===== config.mk =====
export PLATFORM = sky130hd
export DESIGN_NAME = mem_stage_flat
export DESIGN_NICKNAME = d
export VERILOG_FILES = /design/src/rtl/mem_stage_pkg.sv /design/src/rtl/mem_stage_if.sv /design/src/rtl/mem_stage_load_extract.sv /design/src/rtl/mem_stage.sv /design/src/flat_wrapper.sv
export SDC_FILE = /design/constraint.sdc
export NUM_CORES = 1
export LEC_CHECK = 0
export CAP_MARGIN = 15
export CORE_MARGIN = 2
export CORE_UTILIZATION = 29
export CTS_CLUSTER_DIAMETER = 40
export DETAILED_ROUTE_END_ITERATION = 7
export GPL_TIMING_DRIVEN = 0
export PLACE_DENSITY = 0.59
export SLEW_MARGIN = 5
export SYNTH_ARGS = -nofsm -noshare
export SYNTH_HDL_FRONTEND = slang
export SYNTH_SLANG_ARGS = --single-unit

===== constraint.sdc =====
create_clock -name clk -period 7.5 [get_ports clk]
set_input_delay 1.125 -clock clk [delete_from_list [all_inputs] [get_ports clk]]
set_output_delay 1.125 -clock clk [all_outputs]
set_load 0.01 [all_outputs]

===== src/rtl/mem_stage_pkg.sv =====
// Shared MEM-stage definitions: bus widths, state encoding and bus payload layouts.
package mem_stage_pkg;

    localparam int unsigned ES_TO_MS_BUS_WD = 80;
    localparam int unsigned MS_TO_WS_BUS_WD = 70;
    localparam int unsigned MS_FORWARD_WD   = 72;

    typedef enum logic [1:0] {
        S_EMPTY = 2'd0,
        S_WAIT  = 2'd1,
        S_READY = 2'd2
    } ms_state_e;

    // EXE -> MEM payload, first member is the MSB (bit 79)
    typedef struct packed {
        logic        mem_we;
        logic        ld_w;
        logic        ld_b;
        logic        ld_bu;
        logic        ld_h;
        logic        ld_hu;
        logic        st_w;
        logic        st_b;
        logic        st_h;
        logic        res_from_mem;
        logic        gr_we;
        logic [4:0]  dest;
        logic [31:0] alu_result;
        logic [31:0] pc;
    } es_to_ms_bus_t;

    // MEM -> WB payload
    typedef struct packed {
        logic        gr_we;
        logic [4:0]  dest;
        logic [31:0] final_result;
        logic [31:0] pc;
    } ms_to_ws_bus_t;

    // Forwarding / hazard information for the decode stage
    typedef struct packed {
        logic        data_pending;
        logic [31:0] pc;
        logic [31:0] final_result;
        logic [4:0]  dest;
        logic        gr_we;
        logic        ms_valid;
    } ms_forward_t;

endpackage


===== src/rtl/mem_stage_if.sv =====
// Pipeline handshake, payload buses and data-SRAM response seen by the MEM stage.
interface mem_stage_if;
    import mem_stage_pkg::*;

    logic                       es_to_ms_valid;
    logic [ES_TO_MS_BUS_WD-1:0] es_to_ms_bus;
    logic                       ms_allowin;
    logic                       ws_allowin;
    logic                       ms_to_ws_valid;
    logic [MS_TO_WS_BUS_WD-1:0] ms_to_ws_bus;
    logic [MS_FORWARD_WD-1:0]   ms_forward;
    logic                       data_sram_data_ok;
    logic [31:0]                data_sram_rdata;

    // Environment side (EXE, WB, memory)
    modport master (
        output es_to_ms_valid, es_to_ms_bus, ws_allowin,
               data_sram_data_ok, data_sram_rdata,
        input  ms_allowin, ms_to_ws_valid, ms_to_ws_bus, ms_forward
    );

    // MEM stage side
    modport slave (
        input  es_to_ms_valid, es_to_ms_bus, ws_allowin,
               data_sram_data_ok, data_sram_rdata,
        output ms_allowin, ms_to_ws_valid, ms_to_ws_bus, ms_forward
    );

endinterface


===== src/rtl/mem_stage_load_extract.sv =====
// Combinational load-data alignment: selects byte/halfword/word and extends to 32 bits.
module mem_stage_load_extract (
    input  logic [31:0] word_i,
    input  logic [1:0]  offset_i,
    input  logic        ld_w_i,
    input  logic        ld_b_i,
    input  logic        ld_bu_i,
    input  logic        ld_h_i,
    input  logic        ld_hu_i,
    output logic [31:0] result_o
);

    logic [7:0]  byte_sel;
    logic [15:0] half_sel;

    // Pick the addressed byte/halfword, then extend per load type
    always_comb begin
        byte_sel = word_i[7:0];
        case (offset_i)
            2'd0:    byte_sel = word_i[7:0];
            2'd1:    byte_sel = word_i[15:8];
            2'd2:    byte_sel = word_i[23:16];
            default: byte_sel = word_i[31:24];
        endcase
        // halfword loads ignore offset bit 0
        half_sel = offset_i[1] ? word_i[31:16] : word_i[15:0];

        result_o = word_i;
        if (ld_w_i) begin
            result_o = word_i;
        end else if (ld_b_i) begin
            result_o = {{24{byte_sel[7]}}, byte_sel};
        end else if (ld_bu_i) begin
            result_o = {24'd0, byte_sel};
        end else if (ld_h_i) begin
            result_o = {{16{half_sel[15]}}, half_sel};
        end else if (ld_hu_i) begin
            result_o = {16'd0, half_sel};
        end
    end

endmodule


===== src/rtl/mem_stage.sv =====
// MEM pipeline stage: holds one instruction, waits for the data-SRAM response of
// memory ops, aligns load data and hands the result to WB with valid/allowin flow control.
module mem_stage
    import mem_stage_pkg::*;
(
    input  logic       clk,
    input  logic       reset,
    mem_stage_if.slave ms_if
);

    ms_state_e     state_q, state_d;
    es_to_ms_bus_t es_bus;
    es_to_ms_bus_t bus_q;
    logic [31:0]   rdata_q;

    logic          data_ok;
    logic          ms_valid;
    logic          wait_ok;
    logic          ready_go;
    logic          allowin;
    logic          in_fire;
    logic          in_mem_op;
    ms_state_e     enter_state;

    logic [31:0]   load_word;
    logic [31:0]   load_result;
    logic [31:0]   final_result;
    ms_to_ws_bus_t out_bus;
    ms_forward_t   fwd;
    logic          unused_store_flags;

    assign es_bus      = es_to_ms_bus_t'(ms_if.es_to_ms_bus);
    assign data_ok     = ms_if.data_sram_data_ok;
    assign in_mem_op   = es_bus.res_from_mem || es_bus.mem_we;
    assign enter_state = in_mem_op ? S_WAIT : S_READY;

    // Handshake decode and next-state selection
    always_comb begin
        state_d  = state_q;
        ms_valid = (state_q != S_EMPTY);
        wait_ok  = (state_q == S_WAIT) && data_ok;
        ready_go = (state_q == S_READY) || wait_ok;
        allowin  = !ms_valid || (ready_go && ms_if.ws_allowin);
        in_fire  = ms_if.es_to_ms_valid && allowin;

        case (state_q)
            S_EMPTY: begin
                if (in_fire) state_d = enter_state;
            end
            S_WAIT: begin
                // data_ok may retire the instruction in the same cycle it arrives
                if (in_fire)                          state_d = enter_state;
                else if (wait_ok && ms_if.ws_allowin) state_d = S_EMPTY;
                else if (wait_ok)                     state_d = S_READY;
            end
            S_READY: begin
                // stray data_ok here is a protocol error and is ignored
                if (in_fire)                state_d = enter_state;
                else if (ms_if.ws_allowin)  state_d = S_EMPTY;
            end
            default: state_d = S_EMPTY;
        endcase
    end

    // State register; reset drops any in-flight instruction
    always_ff @(posedge clk or posedge reset) begin
        if (reset) state_q <= S_EMPTY;
        else       state_q <= state_d;
    end

    // Payload and response-hold registers; contents are don't-care while EMPTY
    always_ff @(posedge clk) begin
        if (in_fire) bus_q   <= es_bus;
        if (wait_ok) rdata_q <= ms_if.data_sram_rdata;
    end

    // Live response on the data_ok cycle, held copy afterwards
    assign load_word = wait_ok ? ms_if.data_sram_rdata : rdata_q;

    mem_stage_load_extract u_load_extract (
        .word_i   (load_word),
        .offset_i (bus_q.alu_result[1:0]),
        .ld_w_i   (bus_q.ld_w),
        .ld_b_i   (bus_q.ld_b),
        .ld_bu_i  (bus_q.ld_bu),
        .ld_h_i   (bus_q.ld_h),
        .ld_hu_i  (bus_q.ld_hu),
        .result_o (load_result)
    );

    assign final_result = bus_q.res_from_mem ? load_result : bus_q.alu_result;

    // Result and forwarding payload assembly
    always_comb begin
        out_bus              = '0;
        out_bus.gr_we        = bus_q.gr_we;
        out_bus.dest         = bus_q.dest;
        out_bus.final_result = final_result;
        out_bus.pc           = bus_q.pc;

        fwd              = '0;
        fwd.ms_valid     = ms_valid;
        fwd.gr_we        = bus_q.gr_we;
        fwd.dest         = bus_q.dest;
        fwd.final_result = final_result;
        fwd.pc           = bus_q.pc;
        fwd.data_pending = ms_valid && (state_q == S_WAIT) && bus_q.res_from_mem && !data_ok;
    end

    assign ms_if.ms_allowin     = allowin;
    assign ms_if.ms_to_ws_valid = ms_valid && ready_go;
    assign ms_if.ms_to_ws_bus   = MS_TO_WS_BUS_WD'(out_bus);
    assign ms_if.ms_forward     = MS_FORWARD_WD'(fwd);

    // Store width and mem_we only matter to the request issued in EXE
    assign unused_store_flags = ^{bus_q.mem_we, bus_q.st_w, bus_q.st_b, bus_q.st_h};

endmodule


===== src/flat_wrapper.sv =====
// flat-port wrapper written by rule: the top's interface ports become plain ports
module mem_stage_flat import mem_stage_pkg::*;
  (clk, reset, ms_if_es_to_ms_valid, ms_if_es_to_ms_bus, ms_if_ws_allowin, ms_if_data_sram_data_ok, ms_if_data_sram_rdata, ms_if_ms_allowin, ms_if_ms_to_ws_valid, ms_if_ms_to_ws_bus, ms_if_ms_forward);
  mem_stage_if ms_if_i ();
  input  logic clk;
  input  logic reset;
  input wire logic [$bits(ms_if_i.es_to_ms_valid)-1:0] ms_if_es_to_ms_valid;
  input wire logic [$bits(ms_if_i.es_to_ms_bus)-1:0] ms_if_es_to_ms_bus;
  input wire logic [$bits(ms_if_i.ws_allowin)-1:0] ms_if_ws_allowin;
  input wire logic [$bits(ms_if_i.data_sram_data_ok)-1:0] ms_if_data_sram_data_ok;
  input wire logic [$bits(ms_if_i.data_sram_rdata)-1:0] ms_if_data_sram_rdata;
  output wire logic [$bits(ms_if_i.ms_allowin)-1:0] ms_if_ms_allowin;
  output wire logic [$bits(ms_if_i.ms_to_ws_valid)-1:0] ms_if_ms_to_ws_valid;
  output wire logic [$bits(ms_if_i.ms_to_ws_bus)-1:0] ms_if_ms_to_ws_bus;
  output wire logic [$bits(ms_if_i.ms_forward)-1:0] ms_if_ms_forward;
  assign ms_if_i.es_to_ms_valid = ms_if_es_to_ms_valid;
  assign ms_if_i.es_to_ms_bus = ms_if_es_to_ms_bus;
  assign ms_if_i.ws_allowin = ms_if_ws_allowin;
  assign ms_if_i.data_sram_data_ok = ms_if_data_sram_data_ok;
  assign ms_if_i.data_sram_rdata = ms_if_data_sram_rdata;
  assign ms_if_ms_allowin = ms_if_i.ms_allowin;
  assign ms_if_ms_to_ws_valid = ms_if_i.ms_to_ws_valid;
  assign ms_if_ms_to_ws_bus = ms_if_i.ms_to_ws_bus;
  assign ms_if_ms_forward = ms_if_i.ms_forward;
  mem_stage u_core (.clk(clk), .reset(reset), .ms_if(ms_if_i));
endmodule

# == Word-level counts from Yosys, hierarchy flattened ==
# Cells that the tools add are included.
# word_totals
register_bits,110
inputBits,117
wordCells,53
# classes
n_eq_ne,7
muxes,17
reduce_logical,17
# op_table
op,count
two-way mux 32 bit,7
one-hot mux 8 bit (3 select lines),1
two-way mux 16 bit,1
two-way mux 2 bit,7
logical AND 1 bit,8
one-hot mux 2 bit (3 select lines),1
"equality test 2 x 1 -> 1 bit, second input constant",2
"equality test 2 bit, second input constant",2
logical NOT 2 bit,2
"inequality test 4 x 1 -> 1 bit, second input constant",1
logical OR 1 bit,3
"inequality test 3 x 2 -> 1 bit, second input constant",1
AND reduction 3 bit,1
logical NOT 1 bit,2
"inequality test 2 x 1 -> 1 bit, second input constant",1
nonzero test 2 bit,1

# == Logic depth before layout (Yosys ltp) ==
# Gate-level depths: netlist of the first run.
# logic_depth
ltp_word,10
depth_mapped,9
mapped_depth_nobuf,6

# == Hierarchy ==
# A second synthesis of the first run with hierarchy kept.
# unflattened
cells_unflattened,400
hier_area_um2,5520.3
# modules_own_cells
module,seq_area_each_um2,area_each_um2,n_inst,cells_per_inst
mem_stage,2972.9,4795.8,1,310
mem_stage_load_extract,0.0,724.4,1,90

# == Least setup slack after synthesis of the first run ==
# Ideal clock, no wire load.
# synth_timing
kind,input to register
from,in ms_if_data_sram_data_ok
to,"reg u_core.bus_q[32] (netlist bit), enable pin"
path_slack_ps,3214
setup_time_ps,443
stages,8
t_required_ps,7057
path_buffers,3
arrival_ps,3843
cell_sequence,nand3b_1 -> buf_6 -> buf_6 -> buf_6 -> o21ai_0 -> nand2_1 -> nand2_1 -> and2_1
# synth_via
elab_chain_len,5
# synth_rtl
element,line,rtl
start: declaration,flat_wrapper.sv:10,input wire logic [$bits(ms_if_i.data_sram_data_ok)-1:0] ms_if_data_sram_data_ok;
logical AND 1 bit,mem_stage.sv:41,wait_ok = (state_q == S_WAIT) && data_ok;
logical OR 1 bit,mem_stage.sv:42,ready_go = (state_q == S_READY) || wait_ok;
logical AND 1 bit,mem_stage.sv:43,allowin = !ms_valid || (ready_go && ms_if.ws_allowin);
logical OR 1 bit,mem_stage.sv:43,
net ms_if_ms_allowin,flat_wrapper.sv:12,output wire logic [$bits(ms_if_i.ms_allowin)-1:0] ms_if_ms_allowin;
logical AND 1 bit,mem_stage.sv:44,in_fire = ms_if.es_to_ms_valid && allowin;
net u_core.in_fire,mem_stage.sv:21,logic in_fire;
end signal: assignment,mem_stage.sv:73,if (in_fire) bus_q <= es_bus;
end: declaration,mem_stage.sv:13,es_to_ms_bus_t bus_q;
# The timed path passes the listed nets, and every way through them passes these cells.
# A chain may end at the register's enable or synchronous reset.

# == Final worst setup path of the first run ==
# layout_timing
from,in ms_if_data_sram_data_ok
to,out ms_if_ms_to_ws_bus[47]
# layout_via
elab_chain_len,9
elab_cells_between_ends,10
# layout_rtl
element,line,rtl
logical AND 1 bit (*),mem_stage.sv:41,
two-way mux 32 bit (*),mem_stage.sv:78,assign load_word = wait_ok ? ms_if.data_sram_rdata : rdata_q;
two-way mux 16 bit,mem_stage_load_extract.sv:26,half_sel = offset_i[1] ? word_i[31:16] : word_i[15:0];
two-way mux 32 bit,mem_stage_load_extract.sv:37,end else if (ld_hu_i) begin
two-way mux 32 bit,mem_stage_load_extract.sv:35,end else if (ld_h_i) begin
two-way mux 32 bit,mem_stage_load_extract.sv:33,end else if (ld_bu_i) begin
two-way mux 32 bit,mem_stage_load_extract.sv:31,end else if (ld_b_i) begin
two-way mux 32 bit (*),mem_stage_load_extract.sv:29,if (ld_w_i) begin
two-way mux 32 bit (*),mem_stage.sv:91,assign final_result = bus_q.res_from_mem ? load_result : bus_q.alu_result;
end: declaration,flat_wrapper.sv:14,output wire logic [$bits(ms_if_i.ms_to_ws_bus)-1:0] ms_if_ms_to_ws_bus;
# Every way passes the cells marked *; elsewhere a longest branch is shown, timed or not.

==> results of run 1 <==
==> final timing paths <==
check	startpoint	endpoint	slack, ns
min	u_core.rdata_q[3]	u_core.rdata_q[3]	0.48
min in group asynchronous	reset	u_core.state_q[1]	0.92
min reg2reg	u_core.rdata_q[3]	u_core.rdata_q[3]	0.48
max reg2reg	u_core.state_q[1]	u_core.ms_if.ms_forward[52]	5.11
max	ms_if_data_sram_data_ok	ms_if_ms_to_ws_bus[47]	2.37
max in group asynchronous	reset	u_core.state_q[0]	6.47
==> routing by layer <==
layer / track usage / vias up
met5: 0 / -
met4: 0.0616 / 2
met3: 0.0501 / 24
met2: 0.285 / 203
met1: 0.203 / 2103
li1: - / 2165
==> layout make-up <==
| class | count | area share |
|---|---|---|
| Clock inverter | 7 | 0.00647 |
| Buffer | 135 | 0.109 |
| Sequential cell | 110 | 0.341 |
| Timing Repair Buffer | 258 | 0.299 |
| Tap cell | 234 | 0.0336 |
| Clock buffer | 9 | 0.0259 |
| Inverter | 25 | 0.0108 |
| Multi-Input combinational cell | 211 | 0.174 |
==> power by group <==
group | total, uW | internal (uW) | switching, uW
combinational | 1040 | 560 | 476
sequential | 842 | 796 | 46.4
clock | 465 | 231 | 234
total | 2340 | 1590 | 756
==> cell families after synthesis <==
| group | synth area share |
|---|---|
| buf+inv | 0.189 |
| compound gates | 0.143 |
| flops | 0.537 |
| mux | 0.0914 |
| simple gates | 0.0376 |
| fa+ha+maj | 0.00181 |
==> registers in the layout, summed over array words and instances, names as in the netlist <==
name	count
u_core.state_q	2
u_core.rdata_q	32
u_core.ms_if.ms_forward	38
u_core.bus_q	38
==> synthesized netlist by cell type (3+ instances only) <==
| master | n | area [sq um] |
|---|---|---|
| o21ai_0 | 25 | 125 |
| edfxtp_1 | 76 | 2280 |
| clkbuf_1 | 16 | 60.1 |
| buf_2 | 6 | 30.0 |
| a21oi_1 | 27 | 135 |
| nor2_1 | 22 | 82.6 |
| o221a_2 | 4 | 45.0 |
| mux2i_1 | 30 | 300 |
| buf_6 | 4 | 45.0 |
| mux2_2 | 13 | 146 |
| mux2_4 | 3 | 45.0 |
| inv_1 | 25 | 93.8 |
| o2bb2ai_1 | 17 | 149 |
| o22ai_1 | 16 | 100 |
| buf_4 | 109 | 818 |
| a22oi_1 | 8 | 60.1 |
| dfxtp_1 | 32 | 641 |
| nand2_1 | 8 | 30.0 |
| a31oi_1 | 7 | 43.8 |
==> worst max-delay path, stage by stage <==
cell             delay, ns
clkdlybuf4s50_1       0.54
nand3b_1              0.11
buf_6                 0.17
mux2_4                0.23
nor2_1                0.05
a32oi_1               0.75
a41oi_1               0.34
buf_4                 0.23
clkdlybuf4s50_1       0.47
==> stage by stage <==
stage                      util  setup WS [ns]  instances  power (uW)  instance area, sq um
after floorplan               -           3.21        481        1410                  5530
after global placement    0.449           1.89        972        1880                  8400
after detailed placement  0.451           2.38        973        1890                  8430
after CTS                 0.466           2.38        989        2370                  8710
after global routing      0.466           2.23        989        2470                  8710
final                     0.466           2.37        989        2340                  8710
==> impl_metrics.csv, run 1 <==
group,metric,value,unit
critical_path,cp_data_arrival_time,4.01,ns
worst_hold_path,holdPathStages,1,
run_status,status,"complete, no violations",
sta,fin_skew,0.00621,ns
yosys,async_flop_share,0.0182,
drt,routed_wl,17.2,mm
drt,drc_errors,0,
yosys,syn_area_per_cell,11.5,sq um
finish,nNetsFinal,867,
placed_design,port-buffer-count,257,
global_routing,grt_pass1_wl,25.8,mm
drt,postRouteAntennaNets,0,
sta,slew_viol_final,0,
finish,syn2layout_area_growth,57.4,%
finish,antenna_cells,0,
critical_path,r2r_cells,9,
critical_path,worst_setup_path_start_kind,"primary input",
drt,top_layer_used,"met5",
global_routing,antenna_found_initial,1,
worst_hold_path,hp-class,"flop to flop",
finish,layout-drive-gt1-share,0.213,
floorplanning,start_util,0.296,
critical_path,critPathMaxFanout,10,
yosys,synthFlopType,"edfxtp_1",
clock_tree,numClockSinks,110,
finish,register_area,2970,sq um
drt,wire_per_inst,17.4,um
sta,rsz0062_at_grt,"false",
clock_tree,cts_buffer_depth,2,
sta,fin_tns_setup,0,ns
sta,final-setup-viol-count,0,
sta,whs,0.481,ns
power,pwr_density_cell,269,nW/um^2
drt,vias,4497,
clock_tree,cts_resized,0,
sta,post-route-period-util,0.684,
drt,drt_first_pass_iters,4,
sta,fin_crit,5.13,ns
finish,fillers,1709,
drt,vias_per_cell,4.55,
clock_tree,cts-buffers-inserted,9,
global_routing,grt-ovfl-total,0,
finish,multi_input_area,1510,sq um
clock_tree,holdBufCountCts,0,
sta,slew_headroom,0.337,
drt,met2_length,8.38,mm
flow_run,maxCapViolCount,0,
sta,hold_viol,0,
floorplanning,die_w,142,um
yosys,synth_edf_count,76,
yosys,syn_area,5530,sq um
floorplanning,rows,50,
clock_tree,clk_latency,0.35,ns
floorplanning,ios,261,
floorplanning,die_area,20200,sq um
clock_tree,cts_tree,"yes",
sta,fmax,0.195,GHz
floorplanning,die_h,142,um
placed_design,routabilityCongestion,0.855,
yosys,ys_ff_latch,110,
drt,wl_met3,1.39,mm
finish,mostFrequentLayoutCells,"clkdlybuf4s50_1, buf_4, edfxtp_1, dfxtp_1, mux2i_1",
critical_path,worstSetupPathType,"primary input to output port",
clock_tree,root_buffer,"clkbuf_16",
sta,tightest_slew,0.995,ns
clock_tree,cts_setup_buffers,0,
global_routing,grt_usage,0.168,
drt,drt_iter0_drc,194,
yosys,syn_nets,598,
yosys,syn_inst,481,
yosys,yosysSeqAreaShare,0.537,
yosys,ys_types,45,
clock_tree,clkTransAtPathRegs,0.08,ns
critical_path,cp.required,6.38,ns
finish,mostFrequentLayoutCell,"clkdlybuf4s50_1",
placed_design,dp_hpwl,13.4,mm
critical_path,cp-end-kind,"output port",
clock_tree,htree_levels,3,
power,power_leakage,0.00351,uW
power,peakVddDrop,0.000118,V
yosys,yosysWarnings,0,
global_routing,grt_max_degree,68,
floorplanning,design.core.area,18700,sq um
drt,wl_met1,7.08,mm
global_routing,grt_pass1_vias,4631,
Note: power is estimated with default switching activity, not from simulation.
==> inputs of run 2 (changes only) <==
--- a/config.mk
+++ b/config.mk
@@ -11,7 +11,7 @@
 export CTS_CLUSTER_DIAMETER = 40
 export DETAILED_ROUTE_END_ITERATION = 7
 export GPL_TIMING_DRIVEN = 0
-export PLACE_DENSITY = 0.59
+export PLACE_DENSITY = 0.61
 export SLEW_MARGIN = 5
 export SYNTH_ARGS = -nofsm -noshare
 export SYNTH_HDL_FRONTEND = slang
==> constraint.sdc (replaced) <==
create_clock -name clk -period 4.7 [get_ports clk]
set_input_delay 0.705 -clock clk [delete_from_list [all_inputs] [get_ports clk]]
set_output_delay 0.705 -clock clk [all_outputs]
set_load 0.01 [all_outputs]
==> run 2 against run 1 <==
  * Sequential share of layout area is 0.11 points lower
  * Sequential cell count stayed put
  * Global-route usage is 0.25 points higher
  * Hold slack better by 0.0063 ns
  * First-iteration DRC count is 24% higher
  * Clock-buffer cell count stayed put
  * Clock skew hardly changed
  * Final cell count is 0.20% higher
  * Via count is 1.5% lower
  * Die area stayed put
  * Non-clock buffer count stayed put
  * Clock power is 72% higher
==> impl_metrics.csv, run 2 (synthesis gave the netlist of run 1 again) <==
group,metric,value,unit
run_status,status,"complete, no violations",
power,peakVddDrop,0.000181,V
sta,tightest_slew,0.993,ns
global_routing,antenna_found_initial,2,
critical_path,cp_common_cell,"clkdlybuf4s50_1",
sta,whs,0.487,ns
finish,layout-drive-gt1-share,0.215,
worst_hold_path,hp-class,"flop to flop",
placed_design,routabilityCongestion,0.845,
global_routing,grt_max_degree,68,
sta,slew_headroom,0.338,
sta,fin_skew,0.00665,ns
global_routing,grt_pass1_wl,26.1,mm
sta,post-route-period-util,0.921,
critical_path,path_buf_inv,4,
floorplanning,rows,50,
global_routing,grt_pass1_vias,4744,
critical_path,path_delay_family,"buffers and inverters",
drt,vias_per_cell,4.47,
drt,routed_wl,17.4,mm
floorplanning,die_area,20200,sq um
critical_path,crit_slowest_cell,"a32oi_1",
placed_design,port-buffer-count,257,
drt,vias,4431,
sta,hold_viol,0,
critical_path,cp-end-kind,"output port",
global_routing,grt_usage,0.171,
clock_tree,clk_latency,0.35,ns
clock_tree,numClockSinks,110,
drt,postRouteAntennaNets,0,
finish,nNetsFinal,867,
finish,syn2layout_area_growth,58.0,%
clock_tree,root_buffer,"clkbuf_16",
finish,mostFrequentLayoutCells,"clkdlybuf4s50_1, buf_4, edfxtp_1, dfxtp_1, mux2i_1",
sta,slew_viol_final,0,
clock_tree,cts_resized,0,
clock_tree,cts-buffers-inserted,9,
clock_tree,cts_tree,"yes",
sta,final-setup-viol-count,0,
critical_path,worst_setup_path_start_kind,"primary input",
drt,wire_per_inst,17.6,um
finish,final_cells,991,
finish,fin_util,0.467,
clock_tree,cts_buffer_depth,2,
sta,fin_crit,4.33,ns
clock_tree,cts_setup_buffers,0,
floorplanning,die_w,142,um
critical_path,worstSetupPathType,"primary input to output port",
placed_design,pre_cts_ws,0.439,ns
critical_path,critPathMaxFanout,10,
floorplanning,start_util,0.296,
placed_design,dp_hpwl,13.5,mm
clock_tree,htree_levels,3,
drt,drt_first_pass_iters,4,
critical_path,crit_chain,"clkdlybuf4s50_1 > nand3b_1 > buf_6 > mux2_4 > nor2_1 > a32oi_1 > a41oi_1 > buf_4 > clkdlybuf4s50_1",
placed_design,place_area,8430,sq um
drt,drt_iter0_drc,241,
floorplanning,die_h,142,um
finish,mostFrequentLayoutCell,"clkdlybuf4s50_1",
sta,setup_ws,0.371,ns
floorplanning,ios,261,
flow_run,maxCapViolCount,0,
floorplanning,design.core.area,18700,sq um
sta,rsz0062_at_grt,"false",
power,power_leakage,0.00352,uW
finish,final_area,8740,sq um
critical_path,cp_data_arrival_time,3.62,ns
global_routing,grt-ovfl-total,0,
critical_path,cp.required,3.99,ns
sta,fmax,0.231,GHz
placed_design,dp.cells,973,
clock_tree,clkTransAtPathRegs,0.07,ns
power,pwr_density_cell,435,nW/um^2
critical_path,critPathMaxStageDelay,0.74,ns
clock_tree,holdBufCountCts,0,
drt,drc_errors,0,
[run 2: cell types whose count changed in the layout (fill, tap and decap cells not counted)]
| cell | delta |
|---|---|
| bufinv_16 | +1 |
| clkinv_1 | -1 |
| clkinv_4 | +1 |
| diode_2 | +2 |
| inv_8 | -1 |
[run 2: power by group]
group	internal, uW	total, uW	switching [uW]	leakage, uW
sequential	1270	1350	75.9	0.00101
clock	422	799	377	0.000148
combinational	894	1660	762	0.00236
total	2590	3800	1210	0.00352
[run 2: layout make-up]
class	count	area, sq um
diodes	2	5.00
plain buffers	135	953
clock buffers	9	225
clock inverters	7	80.1
fillers	1717	9970
inverters	25	93.8
multi-input cells	211	1510
flip-flops and latches	110	2970
well taps	234	293
repair buffers	258	2600
[run 2: worst paths after layout]
kind / startpoint / end / slack [ns] / depth (start not counted)
max in group asynchronous: reset / u_core.state_q[0] / 4.08 / 2
hold reg to reg: u_core.rdata_q[3] / u_core.rdata_q[3] / 0.49 / 1
hold / removal: u_core.rdata_q[3] / u_core.rdata_q[3] / 0.49 / 1
min in group asynchronous: reset / u_core.state_q[1] / 0.51 / 2
setup reg to reg: u_core.state_q[1] / u_core.ms_if.ms_forward[52] / 2.25 / 9
setup / recovery: ms_if_data_sram_data_ok / ms_if_ms_to_ws_bus[47] / 0.37 / 9
[run 2: worst reg2reg max path, cell delays in order, from the launching register on]
cell and delay, ns:
dfrtp_1 0.42, nand3b_1 0.18, buf_6 0.17, buf_6 0.17, buf_6 0.17, o21ai_0 0.14
nand2_1 0.11, nand2_1 0.10, and2_4 0.28, buf_16 0.33
[run 2: stage by stage]
stage	TNS [ns]	total power, uW
global route	0	4010
finish	0	3800
detailed placement	0	3030
floorplan	0	2250
global placement	-36.68	3000
CTS	0	3840
[run 2: routing by layer]
metal,GRT usage,share of wire
met5,0,0.00075
met3,0.0545,0.090
met1,0.201,0.40
met4,0.0568,0.013
met2,0.295,0.49
